===== src/rtl/liteic_pkg.sv =====
// Shared definitions for the liteic AXI-Lite crossbar: slot counts, address map, read FSM states.
// LITEIC_DECERR_EN adds the R_ERR state used to answer unmapped reads locally.
package liteic_pkg;

  localparam int IC_NUM_SLAVE_SLOTS = 4;
  localparam int IC_ARADDR_WIDTH    = 32;
  localparam int IC_DATA_WIDTH      = 32;
  localparam int IC_RDATA_WIDTH     = IC_DATA_WIDTH + 2;

  // Index 0 is the rightmost entry; slot 0 doubles as the default slave.
  localparam logic [IC_NUM_SLAVE_SLOTS-1:0][IC_ARADDR_WIDTH-1:0] IC_SLAVE_BASE = {
    32'h3000_0000, 32'h2000_0000, 32'h1000_0000, 32'h0000_0000
  };
  localparam logic [IC_NUM_SLAVE_SLOTS-1:0][IC_ARADDR_WIDTH-1:0] IC_SLAVE_MASK = {
    32'hF000_0000, 32'hF000_0000, 32'hF000_0000, 32'hF000_0000
  };

  localparam logic [1:0] IC_RESP_OKAY   = 2'b00;
  localparam logic [1:0] IC_RESP_DECERR = 2'b11;

  typedef enum logic [1:0] {
    RD_IDLE,
    RD_AR_SEND,
`ifdef LITEIC_DECERR_EN
    RD_R_WAIT,
    RD_R_ERR
`else
    RD_R_WAIT
`endif
  } liteic_rd_state_t;

endpackage


===== src/rtl/axi_lite_if.sv =====
// AXI-Lite read channels as seen between a master and its crossbar node.
// Independent of LITEIC_DECERR_EN.
interface axi_lite_if;
  import liteic_pkg::*;

  logic                       ar_valid;
  logic                       ar_ready;
  logic [IC_ARADDR_WIDTH-1:0] ar_addr;
  logic [3:0]                 ar_qos;
  logic                       r_valid;
  logic                       r_ready;
  logic [IC_DATA_WIDTH-1:0]   r_data;
  logic [1:0]                 r_resp;

  modport master (output ar_valid, ar_addr, ar_qos, r_ready,
                  input  ar_ready, r_valid, r_data, r_resp);
  modport slave  (input  ar_valid, ar_addr, ar_qos, r_ready,
                  output ar_ready, r_valid, r_data, r_resp);
endinterface


===== src/rtl/liteic_addr_decoder.sv =====
// Combinational address-map lookup: one-hot hit vector with lowest-index priority, plus miss flag.
// Shared by the read and write master nodes; unaffected by LITEIC_DECERR_EN.
module liteic_addr_decoder
  import liteic_pkg::*;
(
  input  logic [IC_ARADDR_WIDTH-1:0]    i_addr,
  output logic [IC_NUM_SLAVE_SLOTS-1:0] o_hit,
  output logic                          o_miss
);

  // Scanning downward lets the lowest matching index overwrite any higher match.
  always_comb begin
    o_hit = '0;
    for (int i = IC_NUM_SLAVE_SLOTS - 1; i >= 0; i--) begin
      if ((i_addr & IC_SLAVE_MASK[i]) == IC_SLAVE_BASE[i]) begin
        o_hit    = '0;
        o_hit[i] = 1'b1;
      end
    end
  end

  assign o_miss = ~|o_hit;

endmodule


===== src/rtl/liteic_master_node_read.sv =====
// Per-master read node: decodes AR to a slave column, forwards it, and returns that column's R beat.
// LITEIC_DECERR_EN: unmapped reads get a local DECERR; otherwise they go to slave slot 0.
module liteic_master_node_read
  import liteic_pkg::*;
#(
  parameter int MST_IDX = 0
) (
  input  logic                                                  clk_i,
  input  logic                                                  rstn_i,
  axi_lite_if.slave                                             mst_axil,
  output logic [IC_NUM_SLAVE_SLOTS-1:0][IC_ARADDR_WIDTH-1:0]    cbar_reqst_data_o,
  output logic [IC_NUM_SLAVE_SLOTS-1:0][3:0]                    cbar_reqst_arqos_o,
  output logic [IC_NUM_SLAVE_SLOTS-1:0]                         cbar_reqst_val_o,
  input  logic [IC_NUM_SLAVE_SLOTS-1:0]                         cbar_reqst_rdy_i,
  input  logic [IC_NUM_SLAVE_SLOTS-1:0]                         cbar_resp_val_i,
  input  logic [IC_NUM_SLAVE_SLOTS-1:0][IC_RDATA_WIDTH-1:0]     cbar_resp_data_i,
  output logic [IC_NUM_SLAVE_SLOTS-1:0]                         cbar_resp_rdy_o
);

  localparam int N = IC_NUM_SLAVE_SLOTS;

  if (MST_IDX < 0) begin : g_bad_idx
    $error("MST_IDX must be non-negative");
  end

  liteic_rd_state_t           r_state, w_state_nxt;
  logic [IC_ARADDR_WIDTH-1:0] r_addr;
  logic [3:0]                 r_qos;
  logic [N-1:0]               r_slv_sel;
  logic [N-1:0]               w_hit;
  logic                       w_miss;
  logic [N-1:0]               w_sel_dec;
  logic [IC_RDATA_WIDTH-1:0]  w_resp_mux;
  logic                       w_resp_hit;

  liteic_addr_decoder u_dec (
    .i_addr (mst_axil.ar_addr),
    .o_hit  (w_hit),
    .o_miss (w_miss)
  );

`ifdef LITEIC_DECERR_EN
  assign w_sel_dec = w_hit;
`else
  assign w_sel_dec = w_miss ? {{(N-1){1'b0}}, 1'b1} : w_hit;
`endif

  always_ff @(posedge clk_i or negedge rstn_i) begin
    if (!rstn_i) begin
      r_state   <= RD_IDLE;
      r_addr    <= '0;
      r_qos     <= '0;
      r_slv_sel <= '0;
    end else begin
      r_state <= w_state_nxt;
      if (r_state == RD_IDLE && mst_axil.ar_valid) begin
        r_addr    <= mst_axil.ar_addr;
        r_qos     <= mst_axil.ar_qos;
        r_slv_sel <= w_sel_dec;
      end
    end
  end

  // Address and QoS fan out to every column; only the one-hot valid picks the target.
  assign cbar_reqst_data_o  = {N{r_addr}};
  assign cbar_reqst_arqos_o = {N{r_qos}};

  always_comb begin
    w_resp_mux = '0;
    for (int i = 0; i < N; i++) begin
      w_resp_mux = w_resp_mux | (cbar_resp_data_i[i] & {IC_RDATA_WIDTH{r_slv_sel[i]}});
    end
  end

  assign w_resp_hit = |(cbar_resp_val_i & r_slv_sel);

  always_comb begin
    w_state_nxt       = r_state;
    mst_axil.ar_ready = 1'b0;
    mst_axil.r_valid  = 1'b0;
    mst_axil.r_data   = '0;
    mst_axil.r_resp   = IC_RESP_OKAY;
    cbar_reqst_val_o  = '0;
    cbar_resp_rdy_o   = '0;
    case (r_state)
      RD_IDLE: begin
        mst_axil.ar_ready = 1'b1;
        if (mst_axil.ar_valid) begin
`ifdef LITEIC_DECERR_EN
          w_state_nxt = w_miss ? RD_R_ERR : RD_AR_SEND;
`else
          w_state_nxt = RD_AR_SEND;
`endif
        end
      end
      RD_AR_SEND: begin
        cbar_reqst_val_o = r_slv_sel;
        if (|(cbar_reqst_rdy_i & r_slv_sel)) w_state_nxt = RD_R_WAIT;
      end
      RD_R_WAIT: begin
        mst_axil.r_valid = w_resp_hit;
        mst_axil.r_data  = w_resp_mux[IC_RDATA_WIDTH-1:2];
        mst_axil.r_resp  = w_resp_mux[1:0];
        cbar_resp_rdy_o  = r_slv_sel & {N{mst_axil.r_ready}};
        if (w_resp_hit && mst_axil.r_ready) w_state_nxt = RD_IDLE;
      end
`ifdef LITEIC_DECERR_EN
      RD_R_ERR: begin
        mst_axil.r_valid = 1'b1;
        mst_axil.r_resp  = IC_RESP_DECERR;
        if (mst_axil.r_ready) w_state_nxt = RD_IDLE;
      end
`endif
      default: w_state_nxt = RD_IDLE;
    endcase
  end

endmodule


===== src/flat_wrapper.sv =====
// flat-port wrapper written by rule: the top's interface ports become plain ports
module liteic_master_node_read_flat import liteic_pkg::*;
#(
  parameter int MST_IDX = 0
)
  (clk_i, rstn_i, cbar_reqst_data_o, cbar_reqst_arqos_o, cbar_reqst_val_o, cbar_reqst_rdy_i, cbar_resp_val_i, cbar_resp_data_i, cbar_resp_rdy_o, mst_axil_ar_valid, mst_axil_ar_addr, mst_axil_ar_qos, mst_axil_r_ready, mst_axil_ar_ready, mst_axil_r_valid, mst_axil_r_data, mst_axil_r_resp);
  axi_lite_if mst_axil_i ();
  input  logic clk_i;
  input  logic rstn_i;
  output logic [IC_NUM_SLAVE_SLOTS-1:0][IC_ARADDR_WIDTH-1:0] cbar_reqst_data_o;
  output logic [IC_NUM_SLAVE_SLOTS-1:0][3:0] cbar_reqst_arqos_o;
  output logic [IC_NUM_SLAVE_SLOTS-1:0] cbar_reqst_val_o;
  input  logic [IC_NUM_SLAVE_SLOTS-1:0] cbar_reqst_rdy_i;
  input  logic [IC_NUM_SLAVE_SLOTS-1:0] cbar_resp_val_i;
  input  logic [IC_NUM_SLAVE_SLOTS-1:0][IC_RDATA_WIDTH-1:0] cbar_resp_data_i;
  output logic [IC_NUM_SLAVE_SLOTS-1:0] cbar_resp_rdy_o;
  input wire logic [$bits(mst_axil_i.ar_valid)-1:0] mst_axil_ar_valid;
  input wire logic [$bits(mst_axil_i.ar_addr)-1:0] mst_axil_ar_addr;
  input wire logic [$bits(mst_axil_i.ar_qos)-1:0] mst_axil_ar_qos;
  input wire logic [$bits(mst_axil_i.r_ready)-1:0] mst_axil_r_ready;
  output wire logic [$bits(mst_axil_i.ar_ready)-1:0] mst_axil_ar_ready;
  output wire logic [$bits(mst_axil_i.r_valid)-1:0] mst_axil_r_valid;
  output wire logic [$bits(mst_axil_i.r_data)-1:0] mst_axil_r_data;
  output wire logic [$bits(mst_axil_i.r_resp)-1:0] mst_axil_r_resp;
  assign mst_axil_i.ar_valid = mst_axil_ar_valid;
  assign mst_axil_i.ar_addr = mst_axil_ar_addr;
  assign mst_axil_i.ar_qos = mst_axil_ar_qos;
  assign mst_axil_i.r_ready = mst_axil_r_ready;
  assign mst_axil_ar_ready = mst_axil_i.ar_ready;
  assign mst_axil_r_valid = mst_axil_i.r_valid;
  assign mst_axil_r_data = mst_axil_i.r_data;
  assign mst_axil_r_resp = mst_axil_i.r_resp;
  liteic_master_node_read #(.MST_IDX(MST_IDX)) u_core (.clk_i(clk_i), .rstn_i(rstn_i), .mst_axil(mst_axil_i), .cbar_reqst_data_o(cbar_reqst_data_o), .cbar_reqst_arqos_o(cbar_reqst_arqos_o), .cbar_reqst_val_o(cbar_reqst_val_o), .cbar_reqst_rdy_i(cbar_reqst_rdy_i), .cbar_resp_val_i(cbar_resp_val_i), .cbar_resp_data_i(cbar_resp_data_i), .cbar_resp_rdy_o(cbar_resp_rdy_o));
endmodule

===== config.mk =====
export PLATFORM = sky130hd
export DESIGN_NAME = liteic_master_node_read_flat
export DESIGN_NICKNAME = d
export VERILOG_FILES = /design/src/rtl/liteic_pkg.sv /design/src/rtl/axi_lite_if.sv /design/src/rtl/liteic_addr_decoder.sv /design/src/rtl/liteic_master_node_read.sv /design/src/flat_wrapper.sv
export SDC_FILE = /design/constraint.sdc
export NUM_CORES = 1
export LEC_CHECK = 0
export CAP_MARGIN = 0
export CORE_AREA = 2 2 144 146
export CTS_BUF_LIST = sky130_fd_sc_hd__clkbuf_4 sky130_fd_sc_hd__clkbuf_8 sky130_fd_sc_hd__clkbuf_16
export CTS_CLUSTER_DIAMETER = 50
export DETAILED_ROUTE_END_ITERATION = 8
export DIE_AREA = 0 0 146 148
export GPL_TIMING_DRIVEN = 1
export PLACE_DENSITY = 0.64
export SYNTH_ARGS = -nofsm -noshare
export SYNTH_HDL_FRONTEND = slang
export SYNTH_SLANG_ARGS = --single-unit

===== constraint.sdc =====
create_clock -name clk_i -period 1.45 [get_ports clk_i]
set_input_delay 0.29 -clock clk_i [delete_from_list [all_inputs] [get_ports clk_i]]
set_output_delay 0.29 -clock clk_i [all_outputs]
set_load 0.1 [all_outputs]

==> parameters.txt <==
Parameter                              Value

Global route
  Largest net degree at the start of global routing    43
  Initial antenna violation count    0
  Remaining global-route overflow    0
  Total GRT Usage    0.170
  Wire length of the first global-routing pass    28,200 um
  Gr busiest metal    met2
  Grt met2 use    0.320
  Met3 routing resource usage after global routing    0.0509
  Vias in the first global route    4,538
  Met1 routing resource usage after global routing    0.185

Synth
  Primary flip-flop cell chosen by synthesis mapping    dfrtp_1
  Fraction of the yosys area taken by sequential cells    0.320
  Mean cell area of the mapped netlist    9.50 um2
  Number of flops mapped to enable cells by yosys    0
  Async set-or-reset flop fraction in the synthesized netlist    1.00
  Share of the synthesized area in the top cell type    0.320
  Most numerous cell types in the synthesized netlist    buf_4 (108), a22oi_1 (70), dfrtp_1 (42)
  Number of warnings issued by yosys    0
  Gate count after technology mapping    346
  Net count of the mapped netlist    530
  Biggest area consumer among synthesized cells    dfrtp_1
  Distinct cell type count after synthesis    27
  Synthesized area    3290 um2
  Count leader, synth    buf_4
  Yosys reg bits    42
  Biggest area contributors in the synthesized netlist    dfrtp_1 (32%), buf_4 (25%), a22oi_1 (16%), mux2_2 (12%), a21oi_1 (5.3%)

Clocking
  Clock slew at the register clock pins of the worst setup and hold paths    approximately 60 ps
  Clk Latency, worst-skew pair    280 ps
  Clock Sink Count    42
  Number of buffers created by CTS    5
  Clock Root Buffer    clkbuf_16
  Maximum number of buffers from clock root to sink    2
  H-Tree Depth    2
  TritonCTS clock tree    done

Job
  Max-capacitance violation count    0

Die
  Overall die height    148 um
  Area of the core    20,000 um2
  Starting density of the core    0.164
  Row cnt    52
  Io pins    372
  DIE AREA    21,600 um2
  Die width    146 um

Place
  Port Buffer Count    371
  Count of placed standard cells including taps    883
  DP Wirelength    13,300 um
  Placed Instance Area    9190 um2
  DP Worst Slack    -342 ps
  Weighted congestion reported at the end of routability-driven placement    0.756

Final layout
  Ant. Diodes    0
  Net total in the final layout    834
  Layout area overhead    213%
  Fraction of layout instances using a drive strength above 1    0.674
  Post-Layout Inst Area    10,300 um2
  Number of cells in the finished layout apart from fillers    ~920

STA
  Sum Neg Setup Slack    -17,420 ps
  Tcrit/Tclk final    1.25
  Hold violation count in the final report    0
  Final setup violation count    86
  Final number of max-transition violations    0
  Minimum clock period after layout    1810 ps
  Post-route clock skew    5.66 ps
  Pin slew with the least headroom to its limit    344 ps
  Relative slew slack    0.771
  Worst Slack Setup Final    -361 ps
  Setup repair after global routing missed its margin    yes
  Max Clock Freq    0.552 GHz

Drt
  Router iterations before antenna repair    4
  Starting DRC count in detailed routing    108
  Total wire length    19,000 um
  DRT antenna net count    0
  Vias per cell    around 4.3
  Number of vias after detailed routing    3,952
  WL/cell    20.6 um
  DRC violation count after routing    0

Worst setup path
  Crit. End Element    primary output
  Worst path arrival time    between 1500 and 2000 ps
  Kind of start point of the critical path    register
  Required time worst endpoint    1160 ps
  Crit Path Max Fanout    19
  Worst setup path class    register to primary output

Worst hold path
  Type of the tightest min-delay check    input pin to asynchronous set/reset pin

Outcome
  Violated checks    negative setup slack
  Run status    finished with violations
[per-layer routing]
metal,vias to the layer above,part of all wire
met5,-,0
met4,0,0.020
met3,22,0.086
met2,239,0.55
met1,1936,0.35
li1,1755,-
[worst max-delay path: stages (launching register included)]
cell     delay, ps
dfrtp_2        410
buf_12         190
a22oi_2        100
buf_4          150
a21oi_4        190
buf_12         200
[layout by cell type (no fill, tap or decap), types with 2 or more instances in the layout]
master / n
a21oi_4: 35
a22oi_2: 53
nor2b_4: 2
nor2_4: 4
buf_8: 2
buf_16: 8
mux2_4: 36
clkbuf_16: 6
and3_4: 4
dfrtp_2: 41
o22ai_2: 2
inv_2: 2
inv_1: 2
buf_4: 18
buf_12: 201
clkdlybuf4s50_1: 182
a22oi_1: 17
buf_6: 14
[metrics by stage]
stage / utilization / hold WS, ps
floorplan: - / -5.59
global placement: 0.458 / 281
detailed placement: 0.458 / 284
CTS: 0.514 / 507
global route: 0.513 / 542
finish: 0.513 / 516
[final cells by class]
cell class / count / area, um2
fillers: 1676 / 9770
repair buffers: 429 / 6460
multi-input cells: 167 / 2180
flip-flops and latches: 42 / 1100
well taps: 270 / 338
clock buffers: 5 / 125
clock inverters: 3 / 43.8
inverters: 5 / 21.3
[state kept, by name, indices dropped and copies added, names as in the netlist]
signal / cells
u_core.r_state: 2
u_core.r_qos: 4
u_core.r_slv_sel: 4
u_core.r_addr: 32
[repair_timing]
item | 4_1_cts | 5_1_grt
setup endpoints to repair | 86 | 86
gates cloned | 13 | 1
endpoints found under the hold margin | 42 | 0
buffers inserted | 19 | 2
pin swaps | 21 | 14
hold buffers | 1 | 0
gates resized for setup | 94 | 16
[cell families (layout without fill, tap and decap cells)]
kind of cell,count (synthesis),count (layout),synth area share
compound gates,115,115,0.235
mux,36,36,0.123
flops,42,42,0.320
simple gates,16,16,0.0308
buf+inv,137,442,0.291
[final timing paths]
kind	from	end	slack, ps	cells after the start
setup / recovery	u_core.r_slv_sel[0]$_DFFE_PN0P_	mst_axil_r_data[4]	-360	5
hold / removal	rstn_i	u_core.r_addr[0]$_DFFE_PN0P_	520	3
setup reg to reg	u_core.r_state[1]$_DFFE_PN0P_	u_core.r_qos[2]$_DFFE_PN0P_	-160	6
hold reg to reg	u_core.r_addr[19]$_DFFE_PN0P_	u_core.r_addr[19]$_DFFE_PN0P_	700	1
max in group asynchronous	rstn_i	u_core.r_state[1]$_DFFE_PN0P_	710	3
min in group clk_i	mst_axil_ar_addr[22]	u_core.r_addr[22]$_DFFE_PN0P_	620	2
Power is left out: the tool's default activity adds up to more than one toggle a clock period on the data nets, which glitch-free logic cannot reach.
